--- config.mk ---
export PLATFORM = sky130hd
export DESIGN_NAME = median_column_feeder
export DESIGN_NICKNAME = d
export VERILOG_FILES = /design/src/rtl/median_feeder_pkg.sv /design/src/rtl/median_line_buf.sv /design/src/rtl/median_column_feeder.sv
export SDC_FILE = /design/constraint.sdc
export NUM_CORES = 2
export LEC_CHECK = 0
export ABC_AREA = 1
export BUFFER_PORTS_ARGS = -buffer_cell sky130_fd_sc_hd__buf_2
export CAP_MARGIN = 20
export CORE_ASPECT_RATIO = 0.75
export CORE_MARGIN = 2
export CORE_UTILIZATION = 43
export DETAILED_ROUTE_END_ITERATION = 10
export SLEW_MARGIN = 20
export SYNTH_ARGS = -nofsm -noshare
export SYNTH_HDL_FRONTEND = slang
export SYNTH_SLANG_ARGS = --single-unit
--- constraint.sdc ---
create_clock -name clk -period 5.41 [get_ports clk]
set_clock_uncertainty 0.1 [all_clocks]
set_input_delay 0.8115 -clock clk [delete_from_list [all_inputs] [get_ports clk]]
set_output_delay 0.8115 -clock clk [all_outputs]
set_load 0.05 [all_outputs]
--- src/rtl/median_feeder_pkg.sv ---
// Shared types and helpers for the median filter column feeder.
// The frame row-length check is enabled by defining FEEDER_FRAME_CHECK_EN.
package median_feeder_pkg;

  localparam int PIX_W_DEF = 8;
  localparam int IMG_W_DEF = 64;
  localparam int IMG_H_DEF = 64;

  typedef enum logic [1:0] {
    IDLE   = 2'd0,
    FILL   = 2'd1,
    STREAM = 2'd2
  } state_t;

  // Index of the line buffer holding a given row (row mod 3).
  typedef logic [1:0] slot_t;

  // Number of 4-row passes in a frame of img_h rows (odd rows 3..img_h-1).
  function automatic int num_passes(input int img_h);
    return (img_h - 2) / 2;
  endfunction

  // Advance a line-buffer slot index modulo 3.
  function automatic slot_t slot_inc(input slot_t s);
    slot_t r;
    case (s)
      2'd0:    r = 2'd1;
      2'd1:    r = 2'd2;
      default: r = 2'd0;
    endcase
    return r;
  endfunction

endpackage

--- src/rtl/median_line_buf.sv ---
// One line of pixel-pair storage: single-port synchronous RAM that returns
// the old contents of the addressed word when the same address is written.
module median_line_buf #(
  parameter int DEPTH = 32,
  parameter int WIDTH = 16
) (
  input  logic                     clk,
  input  logic                     rst,
  input  logic                     en,
  input  logic                     we,
  input  logic [$clog2(DEPTH)-1:0] addr,
  input  logic [WIDTH-1:0]         wdata,
  output logic [WIDTH-1:0]         rdata
);

  logic [WIDTH-1:0] mem [DEPTH];

  // Storage array write; no reset so it maps onto block or distributed RAM.
  always_ff @(posedge clk) begin
    if (en && we) begin
      mem[addr] <= wdata;
    end
  end

  // Read port register: captures the word before this cycle's write lands.
  always_ff @(posedge clk or posedge rst) begin
    if (rst) begin
      rdata <= {WIDTH{1'b0}};
    end else if (en) begin
      rdata <= mem[addr];
    end
  end

endmodule

--- src/rtl/median_column_feeder.sv ---
// Front end of the parallel median filter: buffers three lines of a
// two-pixel-per-beat raster and emits 4-row x 2-column slices while odd rows
// from row 3 onward stream in. Optional row-length checking is compiled in
// when FEEDER_FRAME_CHECK_EN is defined; otherwise s_eol is ignored.
module median_column_feeder
  import median_feeder_pkg::*;
#(
  parameter int IMG_W = IMG_W_DEF,
  parameter int IMG_H = IMG_H_DEF,
  parameter int PIX_W = PIX_W_DEF
) (
  input  logic               clk,
  input  logic               rst,
  input  logic               s_valid,
  output logic               s_ready,
  input  logic [2*PIX_W-1:0] s_data,
  input  logic               s_sof,
  input  logic               s_eol,
  output logic               m_valid,
  output logic [4*PIX_W-1:0] m_c0,
  output logic [4*PIX_W-1:0] m_c1,
  output logic               m_sol,
  output logic               m_eol,
  output logic               m_eof,
  output logic               frame_err
);

  localparam int HALF_W = IMG_W / 2;
  localparam int CW     = (HALF_W > 1) ? $clog2(HALF_W) : 1;
  localparam int RW     = $clog2(IMG_H);
  localparam int DW     = 2 * PIX_W;

  localparam logic [CW-1:0] COL_LAST      = CW'(HALF_W - 1);
  // Last emitting row: row 3 plus two rows per further pass, i.e. IMG_H-1.
  localparam logic [RW-1:0] ROW_LAST      = RW'(2 * num_passes(IMG_H) + 1);
  localparam logic [RW-1:0] ROW_FILL_LAST = RW'(2);

  state_t          state_r, state_next_s, eff_state_s;
  logic [CW-1:0]   col_r, col_next_s, eff_col_s;
  logic [RW-1:0]   row_r, row_next_s, eff_row_s;
  slot_t           slot_r, slot_next_s, eff_slot_s;

  logic            acc_s, restart_s, active_s, emit_s, last_col_s, row_end_s;

  logic [DW-1:0]   rdata_s [3];
  logic [DW-1:0]   old_s, mid_s, new_s;
  logic [DW-1:0]   beat_r;
  slot_t           sel_r;

  logic            m_valid_r, m_sol_r, m_eol_r, m_eof_r;

  // Input is always accepted outside reset; there is no backpressure source.
  assign s_ready = ~rst;

  // Decode the current beat: an accepted s_sof overrides position to row 0, col 0.
  always_comb begin
    acc_s     = s_valid && s_ready;
    restart_s = acc_s && s_sof;
    if (restart_s) begin
      eff_state_s = FILL;
      eff_col_s   = {CW{1'b0}};
      eff_row_s   = {RW{1'b0}};
      eff_slot_s  = 2'd0;
    end else begin
      eff_state_s = state_r;
      eff_col_s   = col_r;
      eff_row_s   = row_r;
      eff_slot_s  = slot_r;
    end
    active_s   = acc_s && (eff_state_s != IDLE);
    last_col_s = (eff_col_s == COL_LAST);
`ifdef FEEDER_FRAME_CHECK_EN
    row_end_s  = last_col_s || s_eol;
`else
    row_end_s  = last_col_s;
`endif
    emit_s     = active_s && (eff_state_s == STREAM) && eff_row_s[0];
  end

  // Next-state and position counters; everything holds on cycles without a stored beat.
  always_comb begin
    state_next_s = state_r;
    col_next_s   = col_r;
    row_next_s   = row_r;
    slot_next_s  = slot_r;
    if (active_s) begin
      if (row_end_s) begin
        col_next_s  = {CW{1'b0}};
        row_next_s  = eff_row_s + RW'(1);
        slot_next_s = slot_inc(eff_slot_s);
        case (eff_state_s)
          FILL:    state_next_s = (eff_row_s == ROW_FILL_LAST) ? STREAM : FILL;
          STREAM:  state_next_s = (eff_row_s == ROW_LAST) ? IDLE : STREAM;
          default: state_next_s = IDLE;
        endcase
      end else begin
        col_next_s   = eff_col_s + CW'(1);
        row_next_s   = eff_row_s;
        slot_next_s  = eff_slot_s;
        state_next_s = eff_state_s;
      end
    end else begin
      state_next_s = state_r;
    end
  end

  // FSM state and position registers.
  always_ff @(posedge clk or posedge rst) begin
    if (rst) begin
      state_r <= IDLE;
      col_r   <= {CW{1'b0}};
      row_r   <= {RW{1'b0}};
      slot_r  <= 2'd0;
    end else begin
      state_r <= state_next_s;
      col_r   <= col_next_s;
      row_r   <= row_next_s;
      slot_r  <= slot_next_s;
    end
  end

  // Three line buffers; the incoming row overwrites the row three lines older.
  for (genvar k = 0; k < 3; k++) begin : g_buf
    median_line_buf #(
      .DEPTH(HALF_W),
      .WIDTH(DW)
    ) u_buf (
      .clk  (clk),
      .rst  (rst),
      .en   (active_s),
      .we   (active_s && (eff_slot_s == slot_t'(k))),
      .addr (eff_col_s),
      .wdata(s_data),
      .rdata(rdata_s[k])
    );
  end

  // Slice flags and the newest-row beat, aligned with the buffer read data.
  always_ff @(posedge clk or posedge rst) begin
    if (rst) begin
      m_valid_r <= 1'b0;
      m_sol_r   <= 1'b0;
      m_eol_r   <= 1'b0;
      m_eof_r   <= 1'b0;
      beat_r    <= {DW{1'b0}};
      sel_r     <= 2'd0;
    end else begin
      m_valid_r <= emit_s;
      m_sol_r   <= emit_s && (eff_col_s == {CW{1'b0}});
      m_eol_r   <= emit_s && last_col_s;
      m_eof_r   <= emit_s && last_col_s && (eff_row_s == ROW_LAST);
      if (emit_s) begin
        beat_r <= s_data;
        sel_r  <= eff_slot_s;
      end
    end
  end

  // Order buffered rows oldest-first: the slot being overwritten holds row r-3.
  always_comb begin
    case (sel_r)
      2'd0: begin
        old_s = rdata_s[0];
        mid_s = rdata_s[1];
        new_s = rdata_s[2];
      end
      2'd1: begin
        old_s = rdata_s[1];
        mid_s = rdata_s[2];
        new_s = rdata_s[0];
      end
      2'd2: begin
        old_s = rdata_s[2];
        mid_s = rdata_s[0];
        new_s = rdata_s[1];
      end
      default: begin
        old_s = rdata_s[0];
        mid_s = rdata_s[1];
        new_s = rdata_s[2];
      end
    endcase
  end

  assign m_valid = m_valid_r;
  assign m_sol   = m_sol_r;
  assign m_eol   = m_eol_r;
  assign m_eof   = m_eof_r;
  assign m_c0    = {beat_r[PIX_W-1:0], new_s[PIX_W-1:0],
                    mid_s[PIX_W-1:0],  old_s[PIX_W-1:0]};
  assign m_c1    = {beat_r[DW-1:PIX_W], new_s[DW-1:PIX_W],
                    mid_s[DW-1:PIX_W],  old_s[DW-1:PIX_W]};

`ifdef FEEDER_FRAME_CHECK_EN
  logic frame_err_r;

  // Sticky row-length error: s_eol must coincide with the last column of a row.
  always_ff @(posedge clk or posedge rst) begin
    if (rst) begin
      frame_err_r <= 1'b0;
    end else if (active_s) begin
      frame_err_r <= (frame_err_r && !restart_s) || (s_eol != last_col_s);
    end
  end

  assign frame_err = frame_err_r;
`else
  logic unused_eol;
  assign unused_eol = s_eol;
  assign frame_err  = 1'b0;
`endif

endmodule

==> flow_results.xml <==
<?xml version="1.0" encoding="UTF-8"?>
<metrics>
  <group name="clock_tree">
    <metric name="tritoncts" unit="">yes</metric>
    <metric name="cts_setup_buffers" unit="">0</metric>
    <metric name="cts_htree_levels" unit="">4</metric>
    <metric name="cts-root-to-sink-buffers" unit="">3</metric>
    <metric name="clock-sinks" unit="">1621</metric>
    <metric name="clock_tree.root_cell" unit="">clkbuf_16</metric>
    <metric name="clk_transition_reported_paths" unit="ps">60</metric>
    <metric name="clock_latency" unit="ps">800</metric>
    <metric name="cts_inserted_buffers" unit="">157</metric>
  </group>
  <group name="setup_path">
    <metric name="data_required_time_of_the_critical_path" unit="ps">6000</metric>
    <metric name="r2r_end" unit="">g_buf[2].u_buf.rdata[11]</metric>
    <metric name="setup.reg_to_reg.worst_slack" unit="ps">1830</metric>
    <metric name="worstPathArrival" unit="ps">4640</metric>
    <metric name="crit_top_cell" unit="">nand3_1</metric>
    <metric name="worst_reg2reg_path_depth" unit="">12</metric>
    <metric name="worstSetupEndpointType" unit="">register</metric>
    <metric name="slowest_stage" unit="">buf_4</metric>
    <metric name="worst-path-buf-inv" unit="">7</metric>
    <metric name="largest_delay_contributor_family_on_the_critical_path" unit="">buffers and inverters</metric>
    <metric name="crit_fanout" unit="">74</metric>
    <metric name="worst_path_largest_cell_delay" unit="ps">630</metric>
    <metric name="r2r-start" unit="">col_r[0]</metric>
    <metric name="path_cells" unit="">dlygate4sd3_1, buf_2, inv_4, nand3_4, buf_4, nand2_8, buf_12, buf_4, nand2_1, nand3_1, nand3_1, nand3_1, nand4_1, nand2_1, inv_1</metric>
    <metric name="timing_worst_setup_path_type" unit="">input pin to register</metric>
    <metric name="worst_setup_path_start_kind" unit="">input pin</metric>
  </group>
  <group name="synth">
    <metric name="synth-simple-area-share" unit="">0.211</metric>
    <metric name="async_flop_share" unit="">0.0524</metric>
    <metric name="syn_area" unit="mm2">0.0694</metric>
    <metric name="synth_xor_xnor_area_share" unit="">0.000631</metric>
    <metric name="synth_edf_count" unit="">1536</metric>
    <metric name="synth.cells.most_frequent" unit="">1586 x nand2_1, 1536 x edfxtp_1, 819 x nor2_1, 652 x nand3_1, 589 x inv_1</metric>
    <metric name="synth_compound_area_frac" unit="">0.0348</metric>
    <metric name="ys_seq_elements" unit="">1621</metric>
    <metric name="synth_top_area_frac" unit="">0.664</metric>
    <metric name="synthAdderAreaFrac" unit="">0.00216</metric>
    <metric name="muxShareOfSynthArea" unit="">0</metric>
    <metric name="synthesis.area_per_instance" unit="um2">10.8</metric>
    <metric name="yosys_most_used_dff" unit="">edfxtp_1</metric>
    <metric name="seq_total_area_yosys" unit="">0.695</metric>
    <metric name="synth_most_common_cell" unit="">nand2_1</metric>
    <metric name="largest_family_of_logic_cells_by_synthesized_area" unit="">simple AND/OR/NAND/NOR gates</metric>
    <metric name="synth_area_leader_cell" unit="">edfxtp_1</metric>
    <metric name="synth_fp_nets" unit="">6482</metric>
    <metric name="synth_area_leaders" unit="">edfxtp_1 66%, nand2_1 8.6%, nand3_1 4.7%</metric>
    <metric name="ys.warnings.count" unit="">0</metric>
    <metric name="postSynthCellCount" unit="">6449</metric>
    <metric name="yosysUniqueCellTypes" unit="">34</metric>
  </group>
  <group name="cells_and_area">
    <metric name="finalNetCount" unit="">6560</metric>
    <metric name="drive_gt1_frac" unit="">0.0857</metric>
    <metric name="synthToLayoutAreaGrowth" unit="%">12.3</metric>
    <metric name="final-instance-count-excl-fill" unit="">8784</metric>
  </group>
  <group name="grt">
    <metric name="number_of_global_route_vias_before_repair" unit="">44000</metric>
    <metric name="grt_max_degree" unit="">118</metric>
    <metric name="globalRoute.totalOverflow" unit="">0</metric>
    <metric name="grt_usage" unit="">0.252</metric>
    <metric name="global_route_wire_length_before_repair" unit="um">305000</metric>
    <metric name="number_of_antenna_violations_at_the_first_check_in_global_routing" unit="">9</metric>
  </group>
  <group name="sta">
    <metric name="final_period_minus_worst_setup_slack" unit="ps">4060</metric>
    <metric name="worst_pin_slew" unit="ps">1060</metric>
    <metric name="drv_slew" unit="">0</metric>
    <metric name="slew_headroom" unit="">0.289</metric>
    <metric name="hold_violations" unit="">0</metric>
    <metric name="finalSetupViolCount" unit="">0</metric>
    <metric name="timing.final.crit_share" unit="">0.750</metric>
    <metric name="fin_tns_setup" unit="ps">0</metric>
    <metric name="grt_setup_unrepaired" unit="">no</metric>
    <metric name="hold_ws" unit="ps">380</metric>
    <metric name="timing.fmax" unit="MHz">247</metric>
  </group>
  <group name="hold_path">
    <metric name="min_path_cells" unit="">2</metric>
    <metric name="timing.hold.worst.class" unit="">register to register</metric>
    <metric name="hold_path_start" unit="">beat_r[8]</metric>
    <metric name="holdPathEnd" unit="">beat_r[8]</metric>
  </group>
  <group name="run_status">
    <metric name="run_status" unit="">completed</metric>
  </group>
  <group name="pwr">
    <metric name="vdd.ir_drop.worst" unit="V">0.000320</metric>
    <metric name="power.share.sequential" unit="">0.430</metric>
    <metric name="comb_power_share" unit="">0.237</metric>
    <metric name="p_switching" unit="W">0.0107</metric>
    <metric name="power.density" unit="mW/mm2">421</metric>
    <metric name="power.internal" unit="W">0.0221</metric>
    <metric name="swShare" unit="">0.328</metric>
    <metric name="power_share_of_the_clock_group" unit="">0.333</metric>
    <metric name="leakagePower" unit="nW">30.6</metric>
  </group>
  <group name="floorplan">
    <metric name="die_area" unit="mm2">0.165</metric>
    <metric name="starting_density_of_the_core" unit="">0.433</metric>
    <metric name="io_pins" unit="">91</metric>
    <metric name="die_width" unit="um">468</metric>
    <metric name="std_cell_rows" unit="">127</metric>
    <metric name="fp.coreArea" unit="mm2">0.160</metric>
    <metric name="die_h" unit="um">352</metric>
  </group>
  <group name="routing">
    <metric name="detail_route.vias_per_cell" unit="">5.43</metric>
    <metric name="drt_drc_violations_left" unit="">0</metric>
    <metric name="routed_wl" unit="um">209000</metric>
    <metric name="drt-pass1-iter-count" unit="">6</metric>
    <metric name="routed_wire_length_per_instance" unit="um">23.7</metric>
    <metric name="drtAntennaViolNets" unit="">0</metric>
    <metric name="via_count" unit="">47700</metric>
    <metric name="dr.first_iter.drc_count" unit="">6266</metric>
  </group>
  <group name="place">
    <metric name="placedCellCount" unit="">8495</metric>
    <metric name="port-buffer-count" unit="">88</metric>
    <metric name="hpwl" unit="um">121000</metric>
    <metric name="globalplace.congestion" unit="">0.871</metric>
  </group>
  <group name="flow_run">
    <metric name="max-cap-violations" unit="">0</metric>
  </group>
</metrics>
[layout make-up]
cell class	count	area [um2]
antenna	4	10.0
inverter	599	2270
sequential	1621	48300
tap	2128	2660
clock inverter	69	619
multi-input combinational	3850	17300
fill	14300	82200
timing repair buffer	298	2460
clock buffer	215	4400
[flip-flops by register name (all words and copies together) (netlist names), 2 cells and up]
register,cells
beat_r,16
col_r,5
g_buf.u_buf.mem,1536
g_buf.u_buf.rdata,48
row_r,6
sel_r,2
slot_r,2
state_r,2
[kinds of logic after synthesis]
logic type                 after synthesis
AOI/OAI and AO/OA                      463
xor gates and xnor gates                 5
adders and majority gates               12
buffers and inverters                  978
DFF                                   1621
other                                    1
and+or+nand+nor                       3369
[placed cells by master (no fill, tap or decap), types with 3 or more instances in the layout]
cell	instances
a21oi_1	11
buf_12	32
buf_2	72
buf_4	193
bufinv_16	11
clkbuf_1	41
clkbuf_16	165
clkbuf_8	8
clkinv_1	36
clkinv_2	17
dfrtp_1	84
diode_2	4
edfxtp_1	1536
ha_1	12
inv_1	587
inv_2	7
inv_4	3
inv_6	3
nand2_1	1586
nand2_2	3
nand3_1	652
nand3b_1	262
nand4_1	6
nor2_1	808
nor2_2	11
nor2_4	8
o211ai_1	9
o21ai_0	321
o21ai_1	67
o22ai_1	51
or2_2	24
xor2_1	4
[worst reg2reg max path, stage by stage, from the launching register on]
cell and delay, ps:
dfrtp_4 920, inv_8 410, buf_12 380, nor2_1 190, nor2_1 50, o21ai_0 70
nand2_1 130, nand2_1 90, nand2_1 100, nor2_1 460, nand3_1 370, nand2_1 140
inv_1 40
[metrics by stage]
stage | power, W | instance area (um2) | worst slack [ps] | utilization
2_1_floorplan | 0.0190 | 69400 | 197 | -
3_3_place_gp | 0.0220 | 72900 | 1180 | 0.455
3_5_place_dp | 0.0220 | 72900 | 1180 | 0.455
4_1_cts | 0.0328 | 78000 | 1490 | 0.487
5_1_grt | 0.0341 | 78000 | 1220 | 0.487
6_report | 0.0328 | 78000 | 1350 | 0.487
[power groups by stage]
stage / Clock (W) / Combinational [W] / Sequential [W]
floorplan: 0 / 0.00469 / 0.0143
global placement: 0 / 0.00758 / 0.0144
detailed placement: 0 / 0.00763 / 0.0144
global route: 0.0116 / 0.00841 / 0.0141
finish: 0.0109 / 0.00777 / 0.0141
CTS: 0.0111 / 0.00766 / 0.0141
[worst max path at each step]
stage	startpoint	end	slack, ps	cells past startpoint
6_report	rst	g_buf[1].u_buf.rdata[15]	1350	15
5_1_grt	rst	g_buf[1].u_buf.rdata[9]	1220	17
4_1_cts	rst	g_buf[1].u_buf.rdata[15]	1490	15
3_5_place_dp	rst	g_buf[1].u_buf.rdata[15]	1180	14
3_3_place_gp	rst	g_buf[1].u_buf.rdata[15]	1180	14
2_1_floorplan	rst	g_buf[1].u_buf.mem[11][0]	200	14
[routing by layer]
| metal | track usage | wire length, um | vias to the layer above |
|---|---|---|---|
| met5 | 0 | 18 | - |
| met4 | 0.0610 | 4460 | 2 |
| met3 | 0.0619 | 23400 | 273 |
| met2 | 0.352 | 86300 | 2243 |
| met1 | 0.390 | 94400 | 23400 |
| li1 | - | - | 21800 |
[what timing repair did]
action | in CTS | in global routing
hold endpoints to repair | 29 | 0
hold buffers | 1 | 0
resized for setup | 0 | 0
No activity file was read; power rests on OpenSTA's default activity.
